--- config.mk ---
export PLATFORM = sky130hd
export DESIGN_NAME = seq_divider_flat
export DESIGN_NICKNAME = d
export VERILOG_FILES = /design/src/rtl/div_pkg.sv /design/src/rtl/seq_divider_if.sv /design/src/rtl/div_step.sv /design/src/rtl/seq_divider.sv /design/src/flat_wrapper.sv
export SDC_FILE = /design/constraint.sdc
export NUM_CORES = 1
export LEC_CHECK = 0
export CORE_MARGIN = 3
export CORE_UTILIZATION = 58
export DETAILED_ROUTE_END_ITERATION = 16
export PLACE_DENSITY = 0.85
export SYNTH_ARGS = -nofsm -noshare
export SYNTH_HDL_FRONTEND = slang
export SYNTH_SLANG_ARGS = --single-unit
--- constraint.sdc ---
create_clock -name clk -period 6.3 [get_ports clk]
set_clock_uncertainty 0.1 [all_clocks]
set_input_delay 0.945 -clock clk [delete_from_list [all_inputs] [get_ports clk]]
set_output_delay 0.945 -clock clk [all_outputs]
set_load 0.03 [all_outputs]
--- src/rtl/div_pkg.sv ---
// -----------------------------------------------------------------------------
// div_pkg
// Shared definitions for the sequential divider and its clients.
//   DIV_WIDTH     : default operand / quotient / remainder width. Clients use
//                   this value to size their dividend/divisor buses.
//   S_IDLE/RUN/DONE : 2-bit state encodings.
//   div_state_e   : enumerated FSM state type built on those encodings.
// -----------------------------------------------------------------------------
package div_pkg;

    localparam int DIV_WIDTH = 16;

    localparam logic [1:0] S_IDLE = 2'd0;
    localparam logic [1:0] S_RUN  = 2'd1;
    localparam logic [1:0] S_DONE = 2'd2;

    typedef enum logic [1:0] {
        ST_IDLE = S_IDLE,
        ST_RUN  = S_RUN,
        ST_DONE = S_DONE
    } div_state_e;

endpackage : div_pkg

--- src/rtl/seq_divider_if.sv ---
// -----------------------------------------------------------------------------
// seq_divider_if
// Request/response bundle between a measurement client and the shared divider.
//   start       : client -> divider, level request held until ready is seen
//   dividend    : client -> divider, numerator
//   divisor     : client -> divider, denominator
//   result      : divider -> client, quotient
//   remainder   : divider -> client, remainder
//   busy        : divider -> client, high while iterating
//   ready       : divider -> client, high while result is valid and start held
//   div_by_zero : divider -> client, divisor was zero for the current result
// Modports: master = client side, slave = divider side.
// -----------------------------------------------------------------------------
interface seq_divider_if
    import div_pkg::*;
#(
    parameter int WIDTH = DIV_WIDTH
);

    logic             start;
    logic [WIDTH-1:0] dividend;
    logic [WIDTH-1:0] divisor;
    logic [WIDTH-1:0] result;
    logic [WIDTH-1:0] remainder;
    logic             busy;
    logic             ready;
    logic             div_by_zero;

    modport master (
        output start,
        output dividend,
        output divisor,
        input  result,
        input  remainder,
        input  busy,
        input  ready,
        input  div_by_zero
    );

    modport slave (
        input  start,
        input  dividend,
        input  divisor,
        output result,
        output remainder,
        output busy,
        output ready,
        output div_by_zero
    );

endinterface : seq_divider_if

--- src/rtl/div_step.sv ---
// -----------------------------------------------------------------------------
// div_step
// One combinational radix-2 restoring division step.
//   rem_i      : current partial remainder (always < d_i when d_i != 0)
//   q_msb_i    : next dividend bit shifted into the remainder
//   d_i        : divisor
//   rem_next_o : partial remainder after the trial subtraction
//   q_bit_o    : quotient bit produced by this step
// -----------------------------------------------------------------------------
module div_step
    import div_pkg::*;
#(
    parameter int WIDTH = DIV_WIDTH
) (
    input  logic [WIDTH-1:0] rem_i,
    input  logic             q_msb_i,
    input  logic [WIDTH-1:0] d_i,
    output logic [WIDTH-1:0] rem_next_o,
    output logic             q_bit_o
);

    logic [WIDTH:0] shifted;
    logic [WIDTH:0] diff;

    // The shifted remainder can need WIDTH+1 bits, so compare and subtract at
    // that width; the restored value always fits back into WIDTH bits.
    always_comb begin
        shifted    = {rem_i, q_msb_i};
        diff       = shifted - {1'b0, d_i};
        q_bit_o    = (shifted >= {1'b0, d_i});
        rem_next_o = q_bit_o ? diff[WIDTH-1:0] : shifted[WIDTH-1:0];
    end

endmodule : div_step

--- src/rtl/seq_divider.sv ---
// -----------------------------------------------------------------------------
// seq_divider
// Shared unsigned radix-2 restoring divider, one quotient bit per clock,
// WIDTH iterations per operation, level start/ready handshake.
//   clk : system clock, rising edge
//   rst : asynchronous reset, active-high; clears state and all outputs
//   bus : seq_divider_if.slave (start, dividend, divisor in;
//         result, remainder, busy, ready, div_by_zero out)
// All outputs are registered. Operands are captured only when a request is
// accepted in IDLE; later changes on the inputs have no effect.
// -----------------------------------------------------------------------------
module seq_divider
    import div_pkg::*;
#(
    parameter int WIDTH = DIV_WIDTH,
    parameter int CNT_W = 5
) (
    input  logic          clk,
    input  logic          rst,
    seq_divider_if.slave  bus
);

    div_state_e       state_q,     state_d;
    logic [WIDTH-1:0] q_q,         q_d;
    logic [WIDTH-1:0] rem_q,       rem_d;
    logic [WIDTH-1:0] d_q,         d_d;
    logic [CNT_W-1:0] cnt_q,       cnt_d;
    logic [WIDTH-1:0] result_q,    result_d;
    logic [WIDTH-1:0] remainder_q, remainder_d;
    logic             busy_q,      busy_d;
    logic             ready_q,     ready_d;
    logic             dbz_q,       dbz_d;

    logic [WIDTH-1:0] step_rem;
    logic             step_bit;
    logic [WIDTH-1:0] q_shifted;

    div_step #(.WIDTH(WIDTH)) u_step (
        .rem_i      (rem_q),
        .q_msb_i    (q_q[WIDTH-1]),
        .d_i        (d_q),
        .rem_next_o (step_rem),
        .q_bit_o    (step_bit)
    );

    // The quotient register doubles as the dividend shift register: dividend
    // bits leave at the top while quotient bits enter at the bottom.
    assign q_shifted = {q_q[WIDTH-2:0], step_bit};

    always_comb begin
        state_d     = state_q;
        q_d         = q_q;
        rem_d       = rem_q;
        d_d         = d_q;
        cnt_d       = cnt_q;
        result_d    = result_q;
        remainder_d = remainder_q;
        busy_d      = busy_q;
        ready_d     = ready_q;
        dbz_d       = dbz_q;

        case (state_q)
            ST_IDLE: begin
                if (bus.start) begin
                    q_d     = bus.dividend;
                    d_d     = bus.divisor;
                    rem_d   = '0;
                    cnt_d   = CNT_W'(WIDTH);
                    dbz_d   = (bus.divisor == '0);
                    busy_d  = 1'b1;
                    state_d = ST_RUN;
                end
            end

            ST_RUN: begin
                q_d   = q_shifted;
                rem_d = step_rem;
                cnt_d = cnt_q - CNT_W'(1);
                // Last iteration: publish the final step directly so the
                // result appears on the same edge busy falls.
                if (cnt_q == CNT_W'(1)) begin
                    busy_d      = 1'b0;
                    ready_d     = 1'b1;
                    result_d    = q_shifted;
                    remainder_d = step_rem;
                    state_d     = ST_DONE;
                end
            end

            ST_DONE: begin
                // Stay here while the client still holds start so a held
                // request cannot launch a second operation.
                if (!bus.start) begin
                    ready_d = 1'b0;
                    state_d = ST_IDLE;
                end
            end

            default: begin
                state_d = ST_IDLE;
                busy_d  = 1'b0;
                ready_d = 1'b0;
            end
        endcase
    end

    always_ff @(posedge clk or posedge rst) begin
        if (rst) begin
            state_q     <= ST_IDLE;
            q_q         <= '0;
            rem_q       <= '0;
            d_q         <= '0;
            cnt_q       <= '0;
            result_q    <= '0;
            remainder_q <= '0;
            busy_q      <= 1'b0;
            ready_q     <= 1'b0;
            dbz_q       <= 1'b0;
        end else begin
            state_q     <= state_d;
            q_q         <= q_d;
            rem_q       <= rem_d;
            d_q         <= d_d;
            cnt_q       <= cnt_d;
            result_q    <= result_d;
            remainder_q <= remainder_d;
            busy_q      <= busy_d;
            ready_q     <= ready_d;
            dbz_q       <= dbz_d;
        end
    end

    assign bus.result      = result_q;
    assign bus.remainder   = remainder_q;
    assign bus.busy        = busy_q;
    assign bus.ready       = ready_q;
    assign bus.div_by_zero = dbz_q;

endmodule : seq_divider
--- src/flat_wrapper.sv ---
// flat-port wrapper written by rule: the top's interface ports become plain ports
module seq_divider_flat import div_pkg::*;
#(
    parameter int WIDTH = DIV_WIDTH,
    parameter int CNT_W = 5
)
  (clk, rst, bus_start, bus_dividend, bus_divisor, bus_result, bus_remainder, bus_busy, bus_ready, bus_div_by_zero);
  seq_divider_if #(.WIDTH(WIDTH)) bus_i ();
  input  logic clk;
  input  logic rst;
  input wire logic [$bits(bus_i.start)-1:0] bus_start;
  input wire logic [$bits(bus_i.dividend)-1:0] bus_dividend;
  input wire logic [$bits(bus_i.divisor)-1:0] bus_divisor;
  output wire logic [$bits(bus_i.result)-1:0] bus_result;
  output wire logic [$bits(bus_i.remainder)-1:0] bus_remainder;
  output wire logic [$bits(bus_i.busy)-1:0] bus_busy;
  output wire logic [$bits(bus_i.ready)-1:0] bus_ready;
  output wire logic [$bits(bus_i.div_by_zero)-1:0] bus_div_by_zero;
  assign bus_i.start = bus_start;
  assign bus_i.dividend = bus_dividend;
  assign bus_i.divisor = bus_divisor;
  assign bus_result = bus_i.result;
  assign bus_remainder = bus_i.remainder;
  assign bus_busy = bus_i.busy;
  assign bus_ready = bus_i.ready;
  assign bus_div_by_zero = bus_i.div_by_zero;
  seq_divider #(.WIDTH(WIDTH), .CNT_W(CNT_W)) u_core (.clk(clk), .rst(rst), .bus(bus_i));
endmodule
==> impl_metrics.tcl, run 1 <==
set metrics [dict create \
    outcome "complete, no violations" \
    synth-edff-count 0 \
    hold_path_depth 2 \
    grt_usage_pct 24.3 \
    multi_input_area_um2 2050 \
    synth.top_cells.by_count "119 x nand2_1, 90 x dfrtp_1, 54 x o21ai_0, 25 x inv_1, 20 x clkbuf_1" \
    h-tree-depth 3 \
    synth_seq_cells 90 \
    pwr_density_cell_nw_per_um2 653 \
    ctsResizeCount 0 \
    fillCellCount 554 \
    peakVddDrop_uv 498 \
    setup_tns_ns 0 \
    drcViolationCount 0 \
    start_kind "flop" \
    hold_violations 0 \
    nets 600 \
    finalCritPeriodShare_pct 52.6 \
    grt_pass1_wl_mm 16.9 \
    route.antenna.remaining_nets 0 \
    synth_top_area_share_pct 49.5 \
    drt_wl_total_mm 10.3 \
    path_cells "ha_1, a21o_1, a211oi_1, o41a_1, a21o_1, mux2i_1, o21ai_0" \
    cts_sinks 90 \
    regArea_um2 2250 \
    vias 3753 \
    synth.most_common_cell "nand2_1" \
    cts_buffers 9 \
    critPathBufInv 0 \
    rows 31 \
    drive_above_1_share_pct 4.72 \
    first_pass_iters 5 \
    syn-num-nets 546 \
    max_stage_delay_ns 0.75 \
    routabilityCongestion 0.907 \
    grt_max_degree 72 \
    cts_buffer_depth 2 \
    core_um2 7450 \
    synth_cell_types 54 \
    max_slew_margin_pct 23.3 \
    path_clk_slew_ns 0.10 \
    final.min_clock_period_ns 3.31 \
    wl_met2_mm 5.23 \
    clkLatencyLatePin_ns 0.37 \
    n_antenna_cell 0 \
    cp_slowest_cell "a21o_1" \
    holdBufCountCts 0 \
    antenna_found_initial 0 \
    numPortBuffers 69 \
    cts_tree "done" \
    syn_area_um2 4550 \
    synth_flop_cell "dfrtp_1" \
    die_h_um 94.6 \
    wl_met3_um 361 \
    root_buffer "clkbuf_8" \
    critPathMostFrequentCell "a21o_1" \
    overflow 0 \
    async_flop_share_pct 100 \
    power.leakage_nw 2.47 \
    maxSlewViolCount 0 \
    synth_top_area_cell "dfrtp_1" \
    crit_fanout 18 \
    highest_layer "met4" \
    initial_core_util_pct 61.2 \
    hpwl_mm 7.39 \
    yosys-top-cells-area "dfrtp_1 49%, nand2_1 9.8%, o21ai_0 5.9%" \
    cp_num_cells 7 \
    syn_avg_cell_area_um2 9.26 \
    wl_met1_mm 4.50 \
    required_ns 6.41 \
    grt_pass1_vias 3518 \
    io_pins 70 \
    drv_cap 0 \
    via_per_inst 5.77 \
    worst-slew-pin-transition_ns 1.15 \
    ys_seq_area_share_pct 49.5 \
    synthCells 492 \
    reg2regPathDepth 7 \
    endpoint_kind "flop" \
    post_cts_buffers 0 \
    dieArea_um2 8950 \
    rsz0062_at_grt "false" \
    area_growth_pct 19.3 \
    critPathKind "reg2reg" \
    yosys_warnings 0 \
    wl_per_cell_um 15.8 \
    crit_arrival_ns 3.42 \
    first_iter_violations 234 \
    die_w_um 94.6 \
    p_total_mw 3.55 \
    setup_viol 0 \
    max_freq_mhz 302 \
    cp_top_family "compound AO/OA/AOI/OAI gates" \
    hold_path.class "reg2reg" \
]
## sequential cells by signal (all words and copies together) (netlist names)
register / count
u_core.bus.ready: 1
u_core.q_q: 16
u_core.bus.div_by_zero: 1
u_core.rem_q: 16
u_core.d_q: 16
u_core.bus.remainder: 16
u_core.bus.busy: 1
u_core.state_q: 2
u_core.bus.result: 16
u_core.cnt_q: 5
## stage by stage
| step | worst slack, ns | instances | utilization [%] | area, um^2 | hold slack (ns) |
|---|---|---|---|---|---|
| after floorplan | 2.92 | 492 | - | 4550 | 0.346 |
| after global placement | 3.13 | 634 | 70.3 | 5240 | 0.361 |
| after detailed placement | 3.03 | 634 | 70.3 | 5240 | 0.361 |
| after CTS | 3.04 | 650 | 73.0 | 5440 | 0.386 |
| after global routing | 2.80 | 650 | 73.0 | 5440 | 0.421 |
| final | 2.99 | 650 | 73.0 | 5440 | 0.383 |
## final timing paths
check	from	to	slack, ns
setup / recovery	u_core.rem_q[13]	u_core.rem_q[5]	2.99
hold / removal	u_core.bus.result[5]	u_core.bus.result[5]	0.38
setup reg to reg	u_core.rem_q[13]	u_core.rem_q[5]	2.99
hold reg to reg	u_core.bus.result[5]	u_core.bus.result[5]	0.38
max in group asynchronous	rst	u_core.rem_q[10]	4.18
min in group asynchronous	rst	u_core.d_q[5]	0.77
## layer usage
layer	vias to the layer above	global-route usage (%)
met5	-	0
met4	0	9.13
met3	17	3.43
met1	1824	32.1
li1	1816	-
met2	96	40.9
## layout by cell type, fill, tap and decap left out, types with 3 or more instances in the layout
cell,count
nor4_1,5
inv_1,24
clkbuf_8,9
mux2i_1,14
a21o_1,4
o21ai_0,54
o21ai_1,6
a211oi_1,4
dfrtp_1,90
a22oi_1,15
a21oi_1,15
clkdlybuf4s50_1,69
xor2_1,8
nor2_1,11
a31oi_1,4
nand3_1,18
ha_1,18
nor3_1,7
xnor2_1,3
buf_4,3
inv_6,3
nand2_1,119
nand3b_1,3
nand4_1,4
## kinds of logic (layout without fill, tap and decap cells)
kind of cell / Yosys count / count (layout) / synth area share (%)
AOI/OAI and AO/OA: 121 / 121 / 16.5
xor gates and xnor gates: 11 / 11 / 2.12
adders and majority gates: 19 / 19 / 5.38
buffers and inverters: 54 / 113 / 5.69
DFF: 90 / 90 / 49.5
muxes: 15 / 15 / 3.41
and+or+nand+nor: 182 / 182 / 17.5
## worst min-delay path, cell delays in order, from the launching register on
cell     delay, ns
dfrtp_1       0.35
nand2_1       0.05
nand2_1       0.06
## report_power, final
part	switching [mW]	leakage, nW	internal [mW]	total (mW)
sequential	0.187	1.11	0.855	1.04
combinational	1.24	1.26	0.856	2.10
clock	0.220	0.0979	0.189	0.408
total	1.65	2.47	1.90	3.55
## area by class of cell
| type | count | area share (%) |
|---|---|---|
| clock buffer | 10 | 2.35 |
| tap | 99 | 2.28 |
| inverter | 25 | 1.75 |
| timing repair buffer | 72 | 13.1 |
| clock inverter | 6 | 1.34 |
| multi-input combinational | 348 | 37.7 |
| sequential | 90 | 41.4 |
(Power assumes the default switching activity.)
==> run 2: changes to the inputs <==
--- a/config.mk
+++ b/config.mk
@@ -6,9 +6,9 @@
 export NUM_CORES = 1
 export LEC_CHECK = 0
 export CORE_MARGIN = 3
-export CORE_UTILIZATION = 58
+export CORE_UTILIZATION = 49
 export DETAILED_ROUTE_END_ITERATION = 16
-export PLACE_DENSITY = 0.85
+export PLACE_DENSITY = 0.77
 export SYNTH_ARGS = -nofsm -noshare
 export SYNTH_HDL_FRONTEND = slang
 export SYNTH_SLANG_ARGS = --single-unit
==> constraint.sdc (replaced) <==
create_clock -name clk -period 2.92 [get_ports clk]
set_clock_uncertainty 0.1 [all_clocks]
set_input_delay 0.438 -clock clk [delete_from_list [all_inputs] [get_ports clk]]
set_output_delay 0.438 -clock clk [all_outputs]
set_load 0.03 [all_outputs]
==> run 2 against run 1 <==
Global-route usage down 1.8 points. Utilization fell by 10 points. Wire length up 7.2%. Register-to-register slack worse by 2.9 ns. Worst setup slack worse by 2.9 ns. Power up 130%. Non-clock buffer count increased by 16. Critical path depth increased by 4. Cell count up 3.8%. Sequential share of layout area shrank 1.1 points. Sequential power grew 120%. Combinational power increased by 130%.
==> impl_metrics.tcl, run 2 (same netlist as run 1, synthesis figures left out) <==
set metrics [dict create \
    outcome "complete, no violations" \
    grt_pass1_vias 3939 \
    dpl-instance-area_um2 5380 \
    path_cells "inv_1, ha_1, inv_1, fa_1, a211oi_2, o31ai_1, a31oi_1, o21ai_0, xor2_1, mux2i_2, o21ai_0" \
    reg2regPathDepth 11 \
    layout_common_cells "119 x nand2_1, 90 x dfrtp_1, 69 x clkdlybuf4s50_1, 54 x o21ai_0, 24 x inv_1" \
    crit_fanout 3 \
    n_antenna_cell 0 \
    pwr_density_cell_nw_per_um2 1430 \
    final_area_um2 5590 \
    drv_cap 0 \
    required_ns 3.07 \
    finalNonFillerCells 675 \
    antenna_found_initial 0 \
    max_freq_mhz 353 \
    post-route-util_pct 62.8 \
    grt_pass1_wl_mm 18.5 \
    io_pins 70 \
    cts_buffer_depth 2 \
    p_total_mw 7.99 \
    setup_tns_ns 0 \
    place_ws_ns 0.0394 \
    endpoint_kind "flop" \
    wl_per_cell_um 16.3 \
    initial_core_util_pct 51.2 \
    die_h_um 102 \
    cts_sinks 90 \
    holdWs_ns 0.362 \
    routabilityCongestion 0.940 \
    timing.rr.end "u_core.bus.remainder[14]" \
    grt_max_degree 38 \
    crit_arrival_ns 2.98 \
    cp_slowest_cell "fa_1" \
    grt_usage_pct 22.5 \
    critPathBufInv 2 \
    start_kind "flop" \
    regToRegStartpoint "u_core.q_q[15]" \
    power.leakage_nw 2.55 \
    maxSlewViolCount 0 \
    drive_above_1_share_pct 7.94 \
    setup_viol 0 \
    final.min_clock_period_ns 2.84 \
    path_clk_slew_ns 0.10 \
    cts_buffers 9 \
    drcViolationCount 0 \
    hpwl_mm 8.09 \
    r2r_slack_ns 0.08 \
    rsz0062_at_grt "true" \
    first_iter_violations 192 \
    hold_violations 0 \
    hold_path.class "in2async" \
    route.antenna.remaining_nets 0 \
    die_w_um 102 \
    cp_top_family "compound AO/OA/AOI/OAI gates" \
    layout_commonest_cell "nand2_1" \
    worst-slew-pin-transition_ns 0.848 \
    via_per_inst 5.68 \
    dp.cells 659 \
    overflow 0 \
    first_pass_iters 5 \
    area_growth_pct 22.7 \
    core_um2 8890 \
    root_buffer "clkbuf_8" \
    max_slew_margin_pct 42.7 \
    finalCritPeriodShare_pct 97.1 \
    peakVddDrop_uv 576 \
    vias 3837 \
    finalWorstSetupSlack_ns 0.0849 \
    cp_num_cells 11 \
    drt_wl_total_mm 11.0 \
    h-tree-depth 3 \
    fillCellCount 756 \
    numPortBuffers 69 \
    rows 34 \
    dieArea_um2 10500 \
    cts_tree "done" \
    clkLatencyLatePin_ns 0.36 \
    nets 616 \
    critPathKind "reg2reg" \
    holdBufCountCts 0 \
    max_stage_delay_ns 0.44 \
]
==> run 2: cell types whose count changed in the layout (fill, tap and decap cells not counted), moves of 2 or more <==
| cell | previous run | this run |
|---|---|---|
| buf_4 | 3 | 18 |
| a211oi_1 | 4 | 2 |
| a211oi_2 | 0 | 2 |
| inv_6 | 3 | 1 |
==> run 2: where the power goes <==
| part | internal, mW | switching [mW] | total (mW) | leakage, nW |
|---|---|---|---|---|
| clock | 0.401 | 0.464 | 0.866 | 0.0901 |
| sequential | 1.84 | 0.412 | 2.26 | 1.11 |
| combinational | 2.05 | 2.82 | 4.87 | 1.34 |
| total | 4.30 | 3.69 | 7.99 | 2.55 |
==> run 2: cell type report <==
class	instances	area, um^2	share of cell area, %
timing repair buffer	88	846	15.1
clock buffer	11	131	2.35
inverter	25	95.1	1.70
clock inverter	5	62.6	1.12
multi-input combinational	348	2070	37.0
tap	108	135	2.42
sequential	90	2250	40.3
==> run 2: metal layers <==
metal  up-vias  GRT usage [%]  share of wire, %
met2       156           38.2                48
met3        31           4.10               6.0
li1       1834              -                 -
met1      1816           27.9                43
met4         0           10.5               2.9
met5         -              0                 0
==> run 2: worst max path at each step <==
stage / slack [ns] / end / start
finish: 0.08 / u_core.bus.remainder[14] / u_core.q_q[15]
floorplan: 0.05 / u_core.bus.busy / rst
global route: -0.01 / u_core.bus.remainder[14] / u_core.q_q[15]
global placement: 0.06 / u_core.bus.remainder[14] / u_core.q_q[15]
CTS: 0.03 / u_core.bus.remainder[14] / u_core.q_q[15]
detailed placement: 0.04 / u_core.bus.remainder[14] / u_core.q_q[15]
==> run 2: what timing repair did <==
item,in CTS,in global routing
buffers inserted,0,0
setup endpoints to repair,0,22
resized for setup,0,4
==> run 2: worst reg2reg max path, cell delays in order (launching register included) <==
cell and delay [ns]:
dfrtp_1 0.36, inv_1 0.12, ha_1 0.18, inv_1 0.06, fa_1 0.44, a211oi_2 0.29, o31ai_1 0.17, a31oi_1 0.29
o21ai_0 0.17, xor2_1 0.17, mux2i_2 0.26, o21ai_0 0.11
